## config.mk

```make
export PLATFORM = sky130hd
export DESIGN_NAME = param_register_file_flat
export DESIGN_NICKNAME = d
export VERILOG_FILES = /design/src/rtl/rf_pkg.sv /design/src/rtl/param_register_file_if.sv /design/src/rtl/rf_read_port.sv /design/src/rtl/param_register_file.sv /design/src/flat_wrapper.sv
export SDC_FILE = /design/constraint.sdc
export NUM_CORES = 1
export LEC_CHECK = 0
export CAP_MARGIN = 20
export CORE_MARGIN = 5
export CORE_UTILIZATION = 50
export CTS_CLUSTER_DIAMETER = 120
export CTS_CLUSTER_SIZE = 40
export DETAILED_ROUTE_END_ITERATION = 7
export GPL_ROUTABILITY_DRIVEN = 0
export PLACE_DENSITY = 0.66
export SYNTH_ARGS = -nofsm -noshare
export SYNTH_HDL_FRONTEND = slang
export SYNTH_SLANG_ARGS = --single-unit
```

## constraint.sdc

```tcl
create_clock -name Clock -period 8.6 [get_ports Clock]
set_input_delay 2.58 -clock Clock [delete_from_list [all_inputs] [get_ports Clock]]
set_output_delay 2.58 -clock Clock [all_outputs]
set_load 0.05 [all_outputs]
```

## src/rtl/rf_pkg.sv

```systemverilog
// Shared types and default sizing for the parametrised register file.
package rf_pkg;

  typedef enum logic {RF_CLEAR, RF_READY} rf_state_t;

  localparam int unsigned RF_DATA_WIDTH = 16;
  localparam int unsigned RF_DEPTH      = 64;
  localparam int unsigned RF_NUM_READ   = 2;

  // Address width for a given depth; a depth of 1 still needs one address bit.
  function automatic int unsigned rf_addr_width(input int unsigned depth);
    return (depth > 1) ? $clog2(depth) : 1;
  endfunction

endpackage

```

## src/rtl/param_register_file_if.sv

```systemverilog
// Write/read bus of the register file: writeback drives the write side,
// decode drives the read addresses, the ALU consumes ReadData.
interface param_register_file_if
  import rf_pkg::*;
#(
  parameter int unsigned DATA_WIDTH = RF_DATA_WIDTH,
  parameter int unsigned DEPTH      = RF_DEPTH,
  parameter int unsigned NUM_READ   = RF_NUM_READ
);

  localparam int unsigned AW = rf_addr_width(DEPTH);

  logic                                WriteEnable;
  logic [AW-1:0]                       WriteAddress;
  logic [DATA_WIDTH-1:0]               WriteData;
  logic [NUM_READ-1:0][AW-1:0]         ReadAddress;
  logic [NUM_READ-1:0][DATA_WIDTH-1:0] ReadData;
  logic                                Busy;

  modport master (
    output WriteEnable, WriteAddress, WriteData, ReadAddress,
    input  ReadData, Busy
  );

  modport slave (
    input  WriteEnable, WriteAddress, WriteData, ReadAddress,
    output ReadData, Busy
  );

endinterface

```

## src/rtl/rf_read_port.sv

```systemverilog
// One registered read port: range check, optional write forwarding, output register.
// Macro RF_WRITE_BYPASS_EN: when defined, a same-cycle write to the address
// being read is forwarded to the output; otherwise the old contents are returned.
module rf_read_port
  import rf_pkg::*;
#(
  parameter int unsigned DATA_WIDTH = RF_DATA_WIDTH,
  parameter int unsigned DEPTH      = RF_DEPTH,
  parameter int unsigned AW         = rf_addr_width(RF_DEPTH)
) (
  input  logic                  Clock,
  input  logic                  Reset,
  input  logic                  ready_i,
  input  logic [AW-1:0]         raddr_i,
  input  logic [DATA_WIDTH-1:0] rdata_raw_i,
  input  logic                  wr_en_i,
  input  logic [AW-1:0]         wr_addr_i,
  input  logic [DATA_WIDTH-1:0] wr_data_i,
  output logic [DATA_WIDTH-1:0] rdata_o
);

  localparam logic [AW:0] DEPTH_L = (AW+1)'(DEPTH);

  logic                  in_range;
  logic [DATA_WIDTH-1:0] rdata_d;
  logic [DATA_WIDTH-1:0] rdata_q;

  assign in_range = ({1'b0, raddr_i} < DEPTH_L);

`ifdef RF_WRITE_BYPASS_EN
  // Select stored data, forwarding a same-cycle write (wr_en_i is only ever in range).
  always_comb begin
    rdata_d = '0;
    if (in_range) begin
      rdata_d = rdata_raw_i;
      if (wr_en_i && (wr_addr_i == raddr_i)) begin
        rdata_d = wr_data_i;
      end
    end
  end
`else
  logic unused_wr;
  assign unused_wr = ^{wr_en_i, wr_addr_i, wr_data_i};

  // Select stored data; out-of-range addresses read as zero.
  always_comb begin
    rdata_d = '0;
    if (in_range) begin
      rdata_d = rdata_raw_i;
    end
  end
`endif

  // Output register, forced to zero during reset and the clear sweep.
  always_ff @(posedge Clock) begin
    if (Reset || !ready_i) begin
      rdata_q <= '0;
    end else begin
      rdata_q <= rdata_d;
    end
  end

  assign rdata_o = rdata_q;

endmodule

```

## src/rtl/param_register_file.sv

```systemverilog
// Parametrised register file: one write port, NUM_READ registered read ports,
// hardware clear sweep after reset (Busy high while it runs).
// Macro RF_WRITE_BYPASS_EN selects same-cycle write forwarding in the read ports.
module param_register_file
  import rf_pkg::*;
#(
  parameter int unsigned DATA_WIDTH = RF_DATA_WIDTH,
  parameter int unsigned DEPTH      = RF_DEPTH,
  parameter int unsigned NUM_READ   = RF_NUM_READ
) (
  input  logic                 Clock,
  input  logic                 Reset,
  param_register_file_if.slave rf
);

  localparam int unsigned  AW      = rf_addr_width(DEPTH);
  localparam logic [AW:0]  DEPTH_L = (AW+1)'(DEPTH);
  localparam logic [AW-1:0] LAST   = AW'(DEPTH - 1);

  rf_state_t             state_q, state_d;
  logic [AW-1:0]         clear_ptr_q, clear_ptr_d;
  logic [DATA_WIDTH-1:0] regs_q [DEPTH];

  logic                  ready;
  logic                  wr_in_range;
  logic                  wr_commit;
  logic [DATA_WIDTH-1:0] raw [NUM_READ];
  logic [DATA_WIDTH-1:0] rdata [NUM_READ];

  assign ready       = (state_q == RF_READY);
  assign wr_in_range = ({1'b0, rf.WriteAddress} < DEPTH_L);
  assign wr_commit   = ready && rf.WriteEnable && wr_in_range;
  assign rf.Busy     = (state_q == RF_CLEAR);

  // State and sweep pointer; reset restarts the sweep from entry 0.
  always_ff @(posedge Clock) begin
    if (Reset) begin
      state_q     <= RF_CLEAR;
      clear_ptr_q <= '0;
    end else begin
      state_q     <= state_d;
      clear_ptr_q <= clear_ptr_d;
    end
  end

  // Clear sweep: advance one entry per cycle, leave after the last entry.
  always_comb begin
    state_d     = state_q;
    clear_ptr_d = clear_ptr_q;
    if (state_q == RF_CLEAR) begin
      clear_ptr_d = clear_ptr_q + AW'(1);
      if (clear_ptr_q == LAST) begin
        state_d     = RF_READY;
        clear_ptr_d = '0;
      end
    end
  end

  // Storage: sweep writes zero, otherwise the write port updates in-range entries.
  always_ff @(posedge Clock) begin
    if (!Reset) begin
      if (state_q == RF_CLEAR) begin
        regs_q[clear_ptr_q] <= '0;
      end else if (wr_commit) begin
        regs_q[rf.WriteAddress] <= rf.WriteData;
      end
    end
  end

  // Raw array lookup per read port; range masking happens in the port.
  always_comb begin
    for (int unsigned i = 0; i < NUM_READ; i++) begin
      raw[i] = regs_q[rf.ReadAddress[i]];
    end
  end

  for (genvar g = 0; g < NUM_READ; g++) begin : g_port
    rf_read_port #(
      .DATA_WIDTH (DATA_WIDTH),
      .DEPTH      (DEPTH),
      .AW         (AW)
    ) u_port (
      .Clock       (Clock),
      .Reset       (Reset),
      .ready_i     (ready),
      .raddr_i     (rf.ReadAddress[g]),
      .rdata_raw_i (raw[g]),
      .wr_en_i     (wr_commit),
      .wr_addr_i   (rf.WriteAddress),
      .wr_data_i   (rf.WriteData),
      .rdata_o     (rdata[g])
    );
  end

  // Pack per-port registers onto the bus.
  always_comb begin
    for (int unsigned i = 0; i < NUM_READ; i++) begin
      rf.ReadData[i] = rdata[i];
    end
  end

endmodule

```

## src/flat_wrapper.sv

```systemverilog
// flat-port wrapper written by rule: the top's interface ports become plain ports
module param_register_file_flat import rf_pkg::*;
#(
  parameter int unsigned DATA_WIDTH = RF_DATA_WIDTH,
  parameter int unsigned DEPTH      = RF_DEPTH,
  parameter int unsigned NUM_READ   = RF_NUM_READ
)
  (Clock, Reset, rf_WriteEnable, rf_WriteAddress, rf_WriteData, rf_ReadAddress, rf_ReadData, rf_Busy);
  param_register_file_if #(.DATA_WIDTH(DATA_WIDTH), .DEPTH(DEPTH), .NUM_READ(NUM_READ)) rf_i ();
  input  logic Clock;
  input  logic Reset;
  input wire logic [$bits(rf_i.WriteEnable)-1:0] rf_WriteEnable;
  input wire logic [$bits(rf_i.WriteAddress)-1:0] rf_WriteAddress;
  input wire logic [$bits(rf_i.WriteData)-1:0] rf_WriteData;
  input wire logic [$bits(rf_i.ReadAddress)-1:0] rf_ReadAddress;
  output wire logic [$bits(rf_i.ReadData)-1:0] rf_ReadData;
  output wire logic [$bits(rf_i.Busy)-1:0] rf_Busy;
  assign rf_i.WriteEnable = rf_WriteEnable;
  assign rf_i.WriteAddress = rf_WriteAddress;
  assign rf_i.WriteData = rf_WriteData;
  assign rf_i.ReadAddress = rf_ReadAddress;
  assign rf_ReadData = rf_i.ReadData;
  assign rf_Busy = rf_i.Busy;
  param_register_file #(.DATA_WIDTH(DATA_WIDTH), .DEPTH(DEPTH), .NUM_READ(NUM_READ)) u_core (.Clock(Clock), .Reset(Reset), .rf(rf_i));
endmodule
```

==> results.tsv, run 1 <==
stage	metric	value	unit
detailed_routing	antenna_left	0	
detailed_routing	post-route-drc-count	0	
worst_setup_path	worst-setup-path-type	in2reg	
finish	post-route-util	53.6	%
clock_tree	cts.sinks	1063	
synth	synth_cell_types	53	
sta	rsz0062_at_grt	false	
detailed_routing	via_per_inst	7.37	
clock_tree	cts_resized	0	
place	dp_cells	3762	
clock_tree	cts_root_buffer	clkbuf_16	
clock_tree	numCtsBuffers	31	
clock_tree	post-cts-setup-buffers	0	
synth	ys_seq_area_share	64.7	%
place	port_buffers	69	
power_and_ir_drop	pwr_density_cell	163	mW/mm²
place	hpwl	103000	µm
grt	grt_pass1_wl	211000	µm
sta	finalCritPeriodShare	65.8	%
grt	grt_overflow_total	0	
die	fp-row-count	114	
power_and_ir_drop	net-switching-power	1910	µW
grt	track_usage	28.8	%
clock_tree	path_clk_slew	140	ps
die	die_x	322	µm
run_status	outcome	finished clean	
power_and_ir_drop	cellLeakagePower	0.0177	µW
finish	final_area	0.0518	mm²
synth	synth-edff-count	1024	
clock_tree	clk_latency	700	ps
grt	antenna_found_initial	6	
detailed_routing	drt_iter0_drc	4986	
detailed_routing	routedWlPerCell	39.8	µm
synth	synth_cells	2509	
die	fp.dieH	322	µm
power_and_ir_drop	power_frac_seq	66.3	%
sta	tightest_slew	1450	ps
power_and_ir_drop	combPwrFrac	7.4	%
die	boundaryPins	70	
worst_setup_path	critPathMaxStageDelay	1040	ps
power_and_ir_drop	power_frac_clock	26.3	%
clock_tree	ctsHoldBuffers	0	
sta	setup_tns	0	ps
finish	fin_nets	2561	
synth	synth.ff_latch_count	1063	
worst_setup_path	critical_path_required	8930	ps
finish	area_growth	6.33	%
die	start_util	50.4	%
die	design.core.area	0.0967	mm²
worst_setup_path	crit_arrival	5990	ps
synth	syn_avg_cell_area	19.4	µm²
worst_setup_path	start_kind	input pin	
die	die_area	0.104	mm²
worst_setup_path	critical_path.max_fanout	26	
clock_tree	cts_tree	done	
sta	fin_skew	46.5	ps
worst_setup_path	worstSetupEndpointType	register	
sta	max_freq	177	MHz
finish	finalNonFillerCells	3826	
synth	ys.flop_type	edfxtp_1	
sta	whs	664	ps
sta	fin_crit	5660	ps
finish	nFillCells	7476	
worst_setup_path	critPathSlowestCell	nor2_2	
power_and_ir_drop	p_int	6540	µW
grt	grt_max_degree	87	
synth	syn_area	0.0487	mm²
min_path	hp-class	reg2reg	
job	cap_violations	0	
synth	syn_nets	2547	
place	place_area	0.0508	mm²
worst_setup_path	path_cells	clkdlybuf4s50_1 > and3b_1 > or3_1 > o31ai_1 > nand2_1 > nor2_2	
clock_tree	htree_num_levels	1	
sta	relSlewSlack	3.34	%
detailed_routing	routed_wl	152000	µm
clock_tree	cts_buffer_depth	3	
power_and_ir_drop	ir_drop	0.000183	V
synth	synthArstFlopShare	0	%
sta	slew_violations	0	
power_and_ir_drop	switching_share	22.6	%
sta	setup_violations	0	
finish	drive_gt1_share	27.7	%
sta	finalHoldViolations	0	
detailed_routing	num_vias	28200	
synth	yosys_warnings	0	
detailed_routing	first_pass_iters	6	
grt	grt_pass1_vias	27300	
[registers in the layout, indices dropped and copies added (netlist names)]
register	flops
u_core.ready	1
u_core.regs_q	1024
u_core.clear_ptr_q	6
u_core.g_port.u_port.rdata_o	32
[critical path: cells and delay by family]
kind,cells,cell delay [ps]
simple gates,4,2530
buf+inv,1,750
compound gates,1,110
[metrics by stage]
| step | worst slack, ps | total power [µW] |
|---|---|---|
| after floorplan | 3840 | 6130 |
| after global placement | 2390 | 6330 |
| after detailed placement | 2300 | 6330 |
| after CTS | 3040 | 8450 |
| after global routing | 2820 | 8660 |
| final | 2940 | 8460 |
[power groups by stage]
stage          sequential, µW  clock (µW)  combinational (µW)
6_report                 5610        2230                 622
5_1_grt                  5610        2410                 637
4_1_cts                  5610        2230                 610
3_5_place_dp             5720           0                 609
3_3_place_gp             5720           0                 605
2_1_floorplan            5720           0                 411
[metal layers]
metal | vias to the layer above | global-route usage [%] | share of wire, % | wire, µm
met2 | 2097 | 44.8 | 46 | 70500
met5 | - | 0.454 | 0.13 | 203
met4 | 8 | 11.4 | 5.4 | 8210
li1 | 10800 | - | - | -
met3 | 363 | 6.91 | 12 | 18300
met1 | 15000 | 39.9 | 36 | 54900
[Yosys cell counts, types with 23 or more instances]
cell / number / share of area, %
a221oi_1: 23 / 0.41
a21oi_1: 43 / 0.44
a211oi_1: 39 / 0.60
edfxtp_1: 1024 / 63
nor2_1: 84 / 0.65
buf_4: 46 / 0.71
mux4_2: 488 / 23
a22o_1: 26 / 0.47
o21ai_0: 38 / 0.39
o22ai_1: 73 / 0.94
mux2i_1: 122 / 2.5
nand2_1: 106 / 0.82
clkbuf_1: 50 / 0.39
buf_2: 64 / 0.66
dfxtp_1: 39 / 1.6
nand3_1: 25 / 0.26
o221ai_1: 32 / 0.58
[cell type report]
cell class / instances / area, µm² / share of cell area (%)
clock inverter: 4 / 68.8 / 0.133
sequential: 1063 / 31500 / 60.9
clock buffer: 52 / 855 / 1.65
timing repair buffer: 170 / 1540 / 2.97
inverter: 5 / 18.8 / 0.0362
antenna: 4 / 10.0 / 0.0193
tap: 1276 / 1600 / 3.08
multi-input combinational: 1252 / 16200 / 31.2
[cells in the final DEF (no fill, tap or decap), types with 29 or more instances in the layout]
cell             instances
edfxtp_1              1024
mux4_2                 488
mux2i_1                122
nand2_1                106
buf_4                   92
o22ai_1                 73
clkdlybuf4s50_1         61
nor2_1                  55
a21oi_1                 43
a211oi_1                39
dfxtp_1                 39
o21ai_0                 38
o221ai_1                32
clkbuf_16               31
nor2_2                  29
[logic make-up after synthesis]
group / count (synthesis) / share of synthesized area, %
flops: 1063 / 64.7
mux: 631 / 25.6
buf+inv: 194 / 2.28
fa+ha+maj: 1 / 0.0257
simple gates: 291 / 2.72
compound gates: 327 / 4.62
xor+xnor: 2 / 0.0360
[path summary, 6_finish.rpt]
| path | start | end | slack, ps | depth (start not counted) |
|---|---|---|---|---|
| max | Reset | u_core.regs_q[4][4] | 2940 | 6 |
| min reg2reg | u_core.clear_ptr_q[2] | u_core.clear_ptr_q[2] | 660 | 2 |
| min | u_core.clear_ptr_q[2] | u_core.clear_ptr_q[2] | 660 | 2 |
| max reg2reg | u_core.ready | u_core.regs_q[16][10] | 5030 | 5 |
Note: power is estimated with default switching activity, not from simulation.
==> inputs of run 2 (changes only) <==
==> constraint.sdc (replaced) <==
create_clock -name Clock -period 5.4 [get_ports Clock]
set_input_delay 1.62 -clock Clock [delete_from_list [all_inputs] [get_ports Clock]]
set_output_delay 1.62 -clock Clock [all_outputs]
set_load 0.05 [all_outputs]
==> results.tsv, run 2 (same netlist as run 1, synthesis figures left out) <==
stage	metric	value	unit
run_status	outcome	finished clean	
clock_tree	post-cts-setup-buffers	0	
clock_tree	ctsHoldBuffers	0	
clock_tree	cts_root_buffer	clkbuf_16	
detailed_routing	antenna_left	0	
clock_tree	cts_buffer_depth	3	
finish	post-route-util	54.5	%
sta	fin_skew	35.5	ps
detailed_routing	via_per_inst	7.25	
clock_tree	clk_latency	700	ps
job	cap_violations	0	
grt	grt_pass1_vias	27800	
detailed_routing	first_pass_iters	6	
sta	fin_crit	4440	ps
sta	setup_violations	0	
min_path	hp-class	reg2reg	
min_path	min-delay-start	u_core.clear_ptr_q[2]	
detailed_routing	drt_iter0_drc	4617	
finish	drive_gt1_share	30.1	%
sta	whs	652	ps
sta	max_freq	225	MHz
grt	track_usage	29.0	%
die	die_x	322	µm
clock_tree	path_clk_slew	150	ps
grt	antenna_found_initial	4	
sta	final.setup.worst_slack	963	ps
worst_setup_path	worstSetupEndpointType	register	
grt	grt_pass1_wl	214000	µm
worst_setup_path	rr_worst_depth	5	
power_and_ir_drop	ir_drop	0.000262	V
worst_setup_path	crit_arrival	5090	ps
finish	regMostFlops	u_core.regs_q	
worst_setup_path	start_kind	input pin	
finish	fin_nets	2643	
clock_tree	cts.sinks	1063	
worst_setup_path	worst-setup-path-type	in2reg	
finish	multiInputGateArea	0.0162	mm²
die	fp.dieH	322	µm
detailed_routing	post-route-drc-count	0	
finish	final_cell_mix	edfxtp_1, mux4_2, buf_4	
clock_tree	cts_resized	0	
finish	area_growth	8.28	%
place	hpwl	103000	µm
sta	slew_violations	0	
clock_tree	numCtsBuffers	31	
power_and_ir_drop	pwr_density_cell	256	mW/mm²
finish	final_common_cell	edfxtp_1	
grt	grt_overflow_total	0	
finish	largest_register_ffs	1024	
die	start_util	50.4	%
sta	setup_tns	0	ps
min_path	holdPathStages	2	
power_and_ir_drop	cellLeakagePower	0.0183	µW
clock_tree	cts_tree	done	
die	design.core.area	0.0967	mm²
detailed_routing	routed_wl	152000	µm
finish	seq_area	0.0315	mm²
worst_setup_path	critical_path.max_fanout	14	
worst_setup_path	critPathLaunch	rf_ReadAddress[10]	
die	boundaryPins	70	
finish	nFillCells	7329	
sta	rsz0062_at_grt	false	
grt	grt_max_degree	77	
die	die_area	0.104	mm²
sta	relSlewSlack	25.4	%
worst_setup_path	critical_path_required	6050	ps
place	pre_cts_ws	514	ps
clock_tree	htree_num_levels	1	
sta	finalHoldViolations	0	
detailed_routing	num_vias	28300	
die	fp-row-count	114	
power_and_ir_drop	total_power	13500	µW
sta	finalCritPeriodShare	82.2	%
detailed_routing	routedWlPerCell	38.8	µm
worst_setup_path	r2r_start	u_core.ready	
place	port_buffers	69	
sta	tightest_slew	1110	ps
run 2: worst max-delay path, cell delays in order:
cell and delay, ps:
clkdlybuf4s50_1 630, buf_4 340, and2_1 290, nand2_1 600
o22ai_1 340, a211oi_1 990, a22o_1 240
run 2: cell type report:
class	instances	area share [%]
clock inverter	8	0.142
multi-input combinational	1252	30.6
timing repair buffer	252	4.71
antenna	2	0.00949
clock buffer	50	1.65
tap	1276	3.03
sequential	1063	59.8
inverter	5	0.0356
run 2: through the flow:
| stage | instances | area [µm²] |
|---|---|---|
| 4_1_cts | 3905 | 52700 |
| 3_5_place_dp | 3847 | 51800 |
| 3_3_place_gp | 3846 | 51800 |
| 2_1_floorplan | 2509 | 48700 |
| 6_report | 3908 | 52700 |
| 5_1_grt | 3906 | 52700 |
run 2: power breakdown:
part,switching (µW),total [µW],internal [µW]
Combinational,640,1050,413
Clock,2390,3540,1150
Sequential,14.8,8930,8910
Total,3040,13500,10500
run 2: path summary, 6_finish.rpt:
kind                                         endpoint  slack [ps]
hold reg to reg                 u_core.clear_ptr_q[2]         650
setup / recovery  u_core.g_port[1].u_port.rdata_o[12]         960
setup reg to reg                 u_core.regs_q[32][0]        2170
hold / removal                  u_core.clear_ptr_q[2]         650
run 2: per-layer routing:
layer  share of wire [%]  track usage, %
met1                  37            41.5
met2                  45            43.4
met3                  13            7.30
met4                 5.4            12.0
met5               0.014               0
